[src/rtl/stream_mux_nx1.sv]
// N-to-1 valid/ready stream mux: round-robin arbitration feeding one registered output stage.
// Defining STREAM_MUX_PKT_LOCK_EN holds the grant on one channel until its in_last beat (no packet interleave).
module stream_mux_nx1 #(
    parameter int W    = 8,
    parameter int CH   = 4,
    parameter int SELW = $clog2(CH)
) (
    input  logic            clk,
    input  logic            rst,
    input  logic [CH*W-1:0] in_data,
    input  logic [CH-1:0]   in_valid,
    input  logic [CH-1:0]   in_last,
    output logic [CH-1:0]   in_ready,
    output logic [W-1:0]    out_data,
    output logic            out_valid,
    output logic            out_last,
    output logic [SELW-1:0] out_sel,
    input  logic            out_ready
);

    localparam int IW = SELW + 1;

    logic [W-1:0]    ch_data [CH];
    logic [SELW-1:0] ptr_q;
    logic [SELW-1:0] ptr_d;
    logic [SELW-1:0] rr_grant;
    logic            rr_vld;
    logic [SELW-1:0] grant;
    logic            grant_vld;
    logic            load_en;
    logic            xfer;
    logic [W-1:0]    out_data_q;
    logic            out_valid_q;
    logic            out_last_q;
    logic [SELW-1:0] out_sel_q;

    assign load_en = !rst && (!out_valid_q || out_ready);
    assign xfer    = load_en && grant_vld;

    genvar gi;
    generate
        for (gi = 0; gi < CH; gi++) begin : g_ch
            assign ch_data[gi]  = in_data[gi*W +: W];
            assign in_ready[gi] = load_en && grant_vld && in_valid[gi] && (grant == SELW'(gi));
        end
    endgenerate

    // Scan from the farthest offset down so the nearest valid channel after ptr wins.
    always_comb begin
        logic [IW-1:0] idx;
        idx      = '0;
        rr_grant = '0;
        rr_vld   = 1'b0;
        for (int k = CH - 1; k >= 0; k--) begin
            idx = {1'b0, ptr_q} + IW'(k);
            if (idx >= IW'(CH)) begin
                idx = idx - IW'(CH);
            end
            if (in_valid[idx[SELW-1:0]]) begin
                rr_grant = idx[SELW-1:0];
                rr_vld   = 1'b1;
            end
        end
    end

`ifdef STREAM_MUX_PKT_LOCK_EN
    logic            lock_q;
    logic [SELW-1:0] lock_ch_q;

    always_comb begin
        if (lock_q) begin
            grant     = lock_ch_q;
            grant_vld = in_valid[lock_ch_q];
        end else begin
            grant     = rr_grant;
            grant_vld = rr_vld;
        end
    end
`else
    assign grant     = rr_grant;
    assign grant_vld = rr_vld;
`endif

    // Explicit wrap keeps the pointer legal for non-power-of-two CH.
    assign ptr_d = (grant == SELW'(CH - 1)) ? '0 : grant + SELW'(1);

    always_ff @(posedge clk or posedge rst) begin
        if (rst) begin
            out_valid_q <= 1'b0;
            out_data_q  <= '0;
            out_last_q  <= 1'b0;
            out_sel_q   <= '0;
            ptr_q       <= '0;
`ifdef STREAM_MUX_PKT_LOCK_EN
            lock_q      <= 1'b0;
            lock_ch_q   <= '0;
`endif
        end else if (xfer) begin
            out_valid_q <= 1'b1;
            out_data_q  <= ch_data[grant];
            out_last_q  <= in_last[grant];
            out_sel_q   <= grant;
`ifdef STREAM_MUX_PKT_LOCK_EN
            if (in_last[grant]) begin
                lock_q <= 1'b0;
                ptr_q  <= ptr_d;
            end else begin
                lock_q    <= 1'b1;
                lock_ch_q <= grant;
            end
`else
            ptr_q <= ptr_d;
`endif
        end else if (out_ready) begin
            out_valid_q <= 1'b0;
        end
    end

    assign out_data  = out_data_q;
    assign out_valid = out_valid_q;
    assign out_last  = out_last_q;
    assign out_sel   = out_sel_q;

endmodule
[config.mk]
export PLATFORM = sky130hd
export DESIGN_NAME = stream_mux_nx1
export DESIGN_NICKNAME = d
export VERILOG_FILES = /design/src/rtl/stream_mux_nx1.sv
export SDC_FILE = /design/constraint.sdc
export NUM_CORES = 1
export LEC_CHECK = 0
export ABC_AREA = 1
export BUFFER_PORTS_ARGS = -buffer_cell sky130_fd_sc_hd__buf_2
export CORE_ASPECT_RATIO = 1.2
export CORE_UTILIZATION = 30
export CTS_CLUSTER_SIZE = 25
export DETAILED_ROUTE_END_ITERATION = 10
export GPL_ROUTABILITY_DRIVEN = 0
export PLACE_DENSITY = 0.56
export SLEW_MARGIN = 10
export SYNTH_ARGS = -nofsm -noshare
export SYNTH_HDL_FRONTEND = slang
export SYNTH_SLANG_ARGS = --single-unit
[constraint.sdc]
create_clock -name clk -period 1.8 [get_ports clk]
set_input_delay 0.09 -clock clk [delete_from_list [all_inputs] [get_ports clk]]
set_output_delay 0.09 -clock clk [all_outputs]
set_load 0.01 [all_outputs]
==> results of run 1 <==
[timing repair]
action                                  CTS  global route
endpoints found under the setup margin   13            14
cloned                                    0             1
buffers inserted                         12             3
resized for setup                        25            16
pin swaps                                13             6
endpoints found under the hold margin    14             0
hold buffers                              1             0
[cell families after synthesis]
kind of cell             share of synthesized area (%)
AO/OA/AOI/OAI                                     2.36
AND/OR/NAND/NOR                                   50.8
buffers and inverters                             19.5
flip-flops                                        26.4
adder cells (fa/ha/maj)                          0.942
[flip-flops by register name (all words and copies together) (netlist names)]
register and flops:
out_data 8, out_sel 2, out_last 1, out_valid 1, ptr_q 2
[synthesized netlist by cell type (2+ instances only)]
master and instances:
nor2_2 3, inv_1 48, buf_2 4, nand2_1 83, nand3_1 38, nand2_2 11, dfrtp_1 14, nor2_1 3
nand2_4 2, buf_4 2, buf_6 3
[power groups by stage]
stage | clock network (mW) | registers [mW] | logic (mW)
2_1_floorplan | 0 | 0.610 | 1.71
3_3_place_gp | 0 | 0.595 | 2.48
3_5_place_dp | 0 | 0.589 | 2.49
4_1_cts | 0.267 | 0.592 | 2.97
5_1_grt | 0.278 | 0.612 | 3.70
6_report | 0.262 | 0.591 | 3.37
[layer usage]
layer / wire, um / vias up
met5: 0 / -
met4: 54 / 0
met3: 134 / 5
met2: 2180 / 44
met1: 1700 / 704
li1: - / 829
[final cells by class]
| cell class | count | share of cell area [%] |
|---|---|---|
| Multi-Input combinational cell | 151 | 41.2 |
| Timing Repair Buffer | 87 | 27.1 |
| Sequential cell | 14 | 17.0 |
| Inverter | 50 | 9.31 |
| Tap cell | 56 | 3.38 |
| Clock buffer | 3 | 1.99 |
[layout by cell type, fill, tap and decap left out, types with 2 or more instances in the layout]
cell type | netlist | routed
nand2_1 | 83 | 69
buf_2 | 4 | 58
inv_1 | 48 | 44
nand3_1 | 38 | 37
buf_4 | 2 | 23
nand2_2 | 11 | 20
dfrtp_1 | 14 | 12
nand2_4 | 2 | 6
inv_2 | 1 | 4
nor2_4 | 0 | 3
nor2_1 | 3 | 3
clkbuf_8 | 0 | 3
inv_4 | 1 | 2
nand3_4 | 1 | 2
buf_12 | 0 | 2
buf_6 | 3 | 2
dfrtp_2 | 0 | 2
[critical path, delay by kind of cell (launching register included)]
family                 cells  cell delay (ps)
buffers and inverters      1              190
and+or+nand+nor            9             1040
DFF                        1              470
[final timing paths]
kind | startpoint | to | slack, ps | cells past startpoint
min in group asynchronous | rst | out_sel[0] | 510 | 4
min reg2reg | out_sel[0] | out_sel[0] | 470 | 2
max in group asynchronous | rst | ptr_q[0] | 1110 | 4
max reg2reg | ptr_q[0] | out_data[4] | -110 | 16
max | ptr_q[0] | in_ready[0] | -230 | 10
min | out_ready | out_valid | 170 | 4
==> impl_metrics.toml, run 1 <==
[power]
vdd_drop_max_uv = 907
p_int_mw = 2.17
switching_share_pct = 48.6
pwr-share-seq_pct = 14.0
p_sw_mw = 2.05
finalPower_mw = 4.22
cellLeakagePower_nw = 1.29
clkPwrFrac_pct = 6.2
p_per_area_nw_per_um2 = 2040
p_comb_share_pct = 79.8

[route]
vias_per_cell = 4.38
drc = 0
ant_nets = 0
vias = 1582
dr.pass1.iters = 6
wirelength_um = 4070
first_iter_violations = 86
routedWlPerCell_um = 11.3

[global_route]
met1_usage_pct = 20.8
grt_max_degree = 19
met3_usage_pct = 2.42
overflow = 0
antenna_found_initial = 0
track_usage_pct = 17.4
grt_pass1_wl_um = 6360
use_met2_pct = 31.6
grt_pass1_vias = 1443
busiest_layer = "met2"

[die]
fp.dieW_um = 62.7
rows = 26
core_um2 = 4260
start_util_pct = 31.2
die_area_um2 = 4700
die_y_um = 74.9
io_pins = 59

[sta]
finalSetupViolCount = 14
finClkSkew_ps = 0.965
worstMarginPinSlew_ps = 262
setup_tns_ps = -1580
max-slew-margin-rel_pct = 82.4
min_period_over_period_pct = 113
rsz0062_at_grt = "true"
finalWorstSetupSlack_ps = -233
hold_viol = 0
slew_viol_final = 0
post-route-min-period_ps = 2030
clock.fmax_ghz = 0.492
hold_slack_ps = 169

[critical_path]
crit_type = "reg -> out"
slowest_delay_ps = 470
cp_max_fo = 8
slowest_stage = "dfrtp_2"
endpoint_kind = "output port"
critical_path.cell_chain = "nand2_1 -> nand2_4 -> nand2_2 -> nand2_2 -> nor2_4 -> nor2_4 -> nand2_4 -> nand2_8 -> nor4_4 -> buf_2"
arrival_ps = 1940
cp.required_ps = 1710
cp-start-kind = "flop"

[cts]
htree_levels = 1
ctsRootBufferMaster = "clkbuf_8"
clock-sinks = 14
clk_latency_ps = 250
numCtsBuffers = 3
cts_tree = "built"
clock_path_buffers = 2
clkSlewWorstSetupHoldPaths_ps = 60

[place]
post-place-ws_ps = -48.2
dpl.hpwl_um = 2700
placed_cells = 342
io_buffer_count = 58
placed_area_um2 = 1740

[final_layout]
final_nets = 351
ff_latch_area_um2 = 353
drive_above_1_share_pct = 44.6
multi_input_area_um2 = 853
instances_no_fill = 361
synthToLayoutAreaGrowth_pct = 56.0
utilization_pct = 48.6
insertedDiodeCount = 0
final_area_um2 = 2070
fillerInstances = 462

[logic_synthesis]
ys_ff_latch = 14
ys_seq_area_share_pct = 26.4
synth.largest_area_cell = "dfrtp_1"
ys.flop_type = "dfrtp_1"
synth_area_um2 = 1330
synth_edf_count = 0
netlist_instances = 224
avgSynthCellArea_um2 = 5.93
ys_async_sr_fraction_pct = 100
synth_cell_types = 24
ys_warn_count = 0
syn_nets = 268
synthTopCellsByArea = "dfrtp_1 (26%), nand2_1 (23%), nand3_1 (14%)"
yosys.area.top_type_share_pct = 26.4

[outcome]
outcome = "finished with violations"
violations = "setup timing"

[hold_path]
hp-class = "in -> reg"

[run]
maxCapViolCount = 0
No activity file was read; power rests on OpenSTA's default activity.
==> run 2, diff against run 1 <==
--- a/config.mk
+++ b/config.mk
@@ -5,14 +5,13 @@
 export SDC_FILE = /design/constraint.sdc
 export NUM_CORES = 1
 export LEC_CHECK = 0
-export ABC_AREA = 1
 export BUFFER_PORTS_ARGS = -buffer_cell sky130_fd_sc_hd__buf_2
 export CORE_ASPECT_RATIO = 1.2
 export CORE_UTILIZATION = 30
 export CTS_CLUSTER_SIZE = 25
 export DETAILED_ROUTE_END_ITERATION = 10
 export GPL_ROUTABILITY_DRIVEN = 0
-export PLACE_DENSITY = 0.56
+export PLACE_DENSITY = 0.61
 export SLEW_MARGIN = 10
 export SYNTH_ARGS = -nofsm -noshare
 export SYNTH_HDL_FRONTEND = slang
==> run 2 against run 1 <==
The run still ends with setup timing left. Sequential power is 17% lower. First-iteration DRC count down 90%. Sequential cell count unchanged. Sequential share of layout area up 7.9 points. Synthesized area shrank 29%. Worst hold slack worse by 94 ps. Critical path depth is 4 lower. Global-route usage fell by 0.53 points.
==> impl_metrics.toml, run 2 <==
[final_layout]
layout_common_cells = "buf_2 (58), mux2i_1 (18), nand2_1 (15)"
utilization_pct = 48.9
final_area_um2 = 1410
mostFrequentLayoutCell = "buf_2"
final_nets = 206
synthToLayoutAreaGrowth_pct = 50.1
insertedDiodeCount = 0
largest_reg_flops = 8
drive_above_1_share_pct = 54.0

[hold_path]
hp-class = "in -> reg"

[route]
dr.pass1.iters = 2
routedWlPerCell_um = 13.5
vias_per_cell = 4.97
drc = 0
ant_nets = 0
vias = 970
first_iter_violations = 9
wirelength_um = 2640

[sta]
hold_slack_ps = 74.9
finalWorstSetupSlack_ps = -29.2
worstMarginPinSlew_ps = 403
post-route-min-period_ps = 1830
finalSetupViolCount = 1
setup_tns_ps = -29.2
rsz0062_at_grt = "true"
slew_viol_final = 0
finClkSkew_ps = 3.20
hold_viol = 0
min_period_over_period_pct = 102
clock.fmax_ghz = 0.547
max-slew-margin-rel_pct = 73.1

[critical_path]
worst-r2r-setup-slack_ps = 170
slowest_delay_ps = 410
slowest_stage = "dfrtp_2"
crit_type = "reg -> out"
critical_path.cell_chain = "mux2i_1 -> nor2_1 -> nor3_4 -> ha_1 -> and3_1 -> buf_2"
cp.required_ps = 1710
arrival_ps = 1740
cp_max_fo = 5
endpoint_kind = "output port"
cp-start-kind = "flop"

[global_route]
track_usage_pct = 16.9
grt_pass1_vias = 936
overflow = 0
antenna_found_initial = 0
grt_pass1_wl_um = 4190
grt_max_degree = 17

[cts]
cts_tree = "built"
clock-sinks = 14
ctsRootBufferMaster = "clkbuf_4"
clkSlewWorstSetupHoldPaths_ps = 80
htree_levels = 1
clk_latency_ps = 280
clock_path_buffers = 2
numCtsBuffers = 3

[place]
dpl.hpwl_um = 1970
io_buffer_count = 58
placed_area_um2 = 1270

[logic_synthesis]
ys_ff_latch = 14
synth_commonest_cells = "mux2i_1 (18), nand2_1 (17), dfrtp_1 (14), o221ai_1 (8), nor2_1 (5)"
syn_nets = 136
synth_cell_types = 26
yosys.area.top_type_share_pct = 37.2
synth.largest_area_cell = "dfrtp_1"
ys_seq_area_share_pct = 37.2
synth_edf_count = 0
ys.flop_type = "dfrtp_1"
synth_area_um2 = 941
synth.most_common_cell = "mux2i_1"
avgSynthCellArea_um2 = 10.2
ys_async_sr_fraction_pct = 100
ys_warn_count = 0
netlist_instances = 92
synthTopCellsByArea = "dfrtp_1 (37%), mux2i_1 (19%), o221ai_1 (7.4%)"

[die]
fp.dieW_um = 53.1
core_um2 = 2890
die_y_um = 63.4
start_util_pct = 32.6
rows = 21
io_pins = 59
die_area_um2 = 3370

[power]
vdd_drop_max_uv = 550
p_per_area_nw_per_um2 = 1070
finalPower_mw = 1.51
cellLeakagePower_nw = 0.754

[run]
maxCapViolCount = 0

[outcome]
violations = "setup timing"
outcome = "finished with violations"
[run 2: cell type report]
cell class                      instances  area, um^2
Sequential cell                        14         352
Inverter                                4        20.0
Timing Repair Buffer                   70         395
Clock buffer                            4        36.3
Tap cell                               34        42.5
Fill cell                             283        1480
Multi-Input combinational cell         69         567
[run 2: kinds of logic (layout without fill, tap and decap cells)]
| group | Yosys count | after routing | share of synthesized area (%) |
|---|---|---|---|
| muxes | 18 | 18 | 19.1 |
| buffers and inverters | 9 | 78 | 6.12 |
| AOI/OAI and AO/OA | 19 | 19 | 19.8 |
| DFF | 14 | 14 | 37.2 |
| and+or+nand+nor | 31 | 31 | 16.4 |
| adders and majority gates | 1 | 1 | 1.33 |
[run 2: where the power goes]
group | internal, mW | total, mW | switching (mW) | leakage [nW]
clock | 0.123 | 0.229 | 0.106 | 0.0210
sequential | 0.424 | 0.490 | 0.0656 | 0.168
combinational | 0.405 | 0.795 | 0.390 | 0.566
[run 2: final timing paths]
kind,cells after the start,end,startpoint
worst max register to register,7,out_data[6],ptr_q[1]
min in group asynchronous,4,ptr_q[0],rst
max in group asynchronous,4,ptr_q[1],rst
worst min-delay path,3,out_valid,out_ready
worst max-delay path,6,in_ready[1],ptr_q[1]
worst min register to register,1,out_sel[1],out_sel[1]
[run 2: what timing repair did]
item / CTS / global route
hold buffers: 1 / 0
resized for setup: 8 / 1
endpoints found under the hold margin: 14 / 0
endpoints found under the setup margin: 4 / 4
buffers inserted: 5 / 3
pin swaps: 1 / 1
[run 2: per-layer routing]
metal	vias up	wire length (um)	global-route usage, %
met1	461	1070	21.5
met5	-	0	0
li1	476	-	-
met4	0	69	9.54
met3	7	127	2.42
met2	26	1370	26.6
[run 2: metrics by stage]
stage               setup slack (ps)  instances
finish                         -29.2        195
global route                    -126        195
CTS                            -13.6        192
detailed placement              40.4        182
global placement                 123        182
floorplan                        313         92
[run 2: critical path: cells and delay by family, from the launching register on]
kind	cells	cell delay, ps
and+or+nand+nor	3	540
DFF	1	410
adders and majority gates	1	210
muxes	1	190
buffers and inverters	1	120
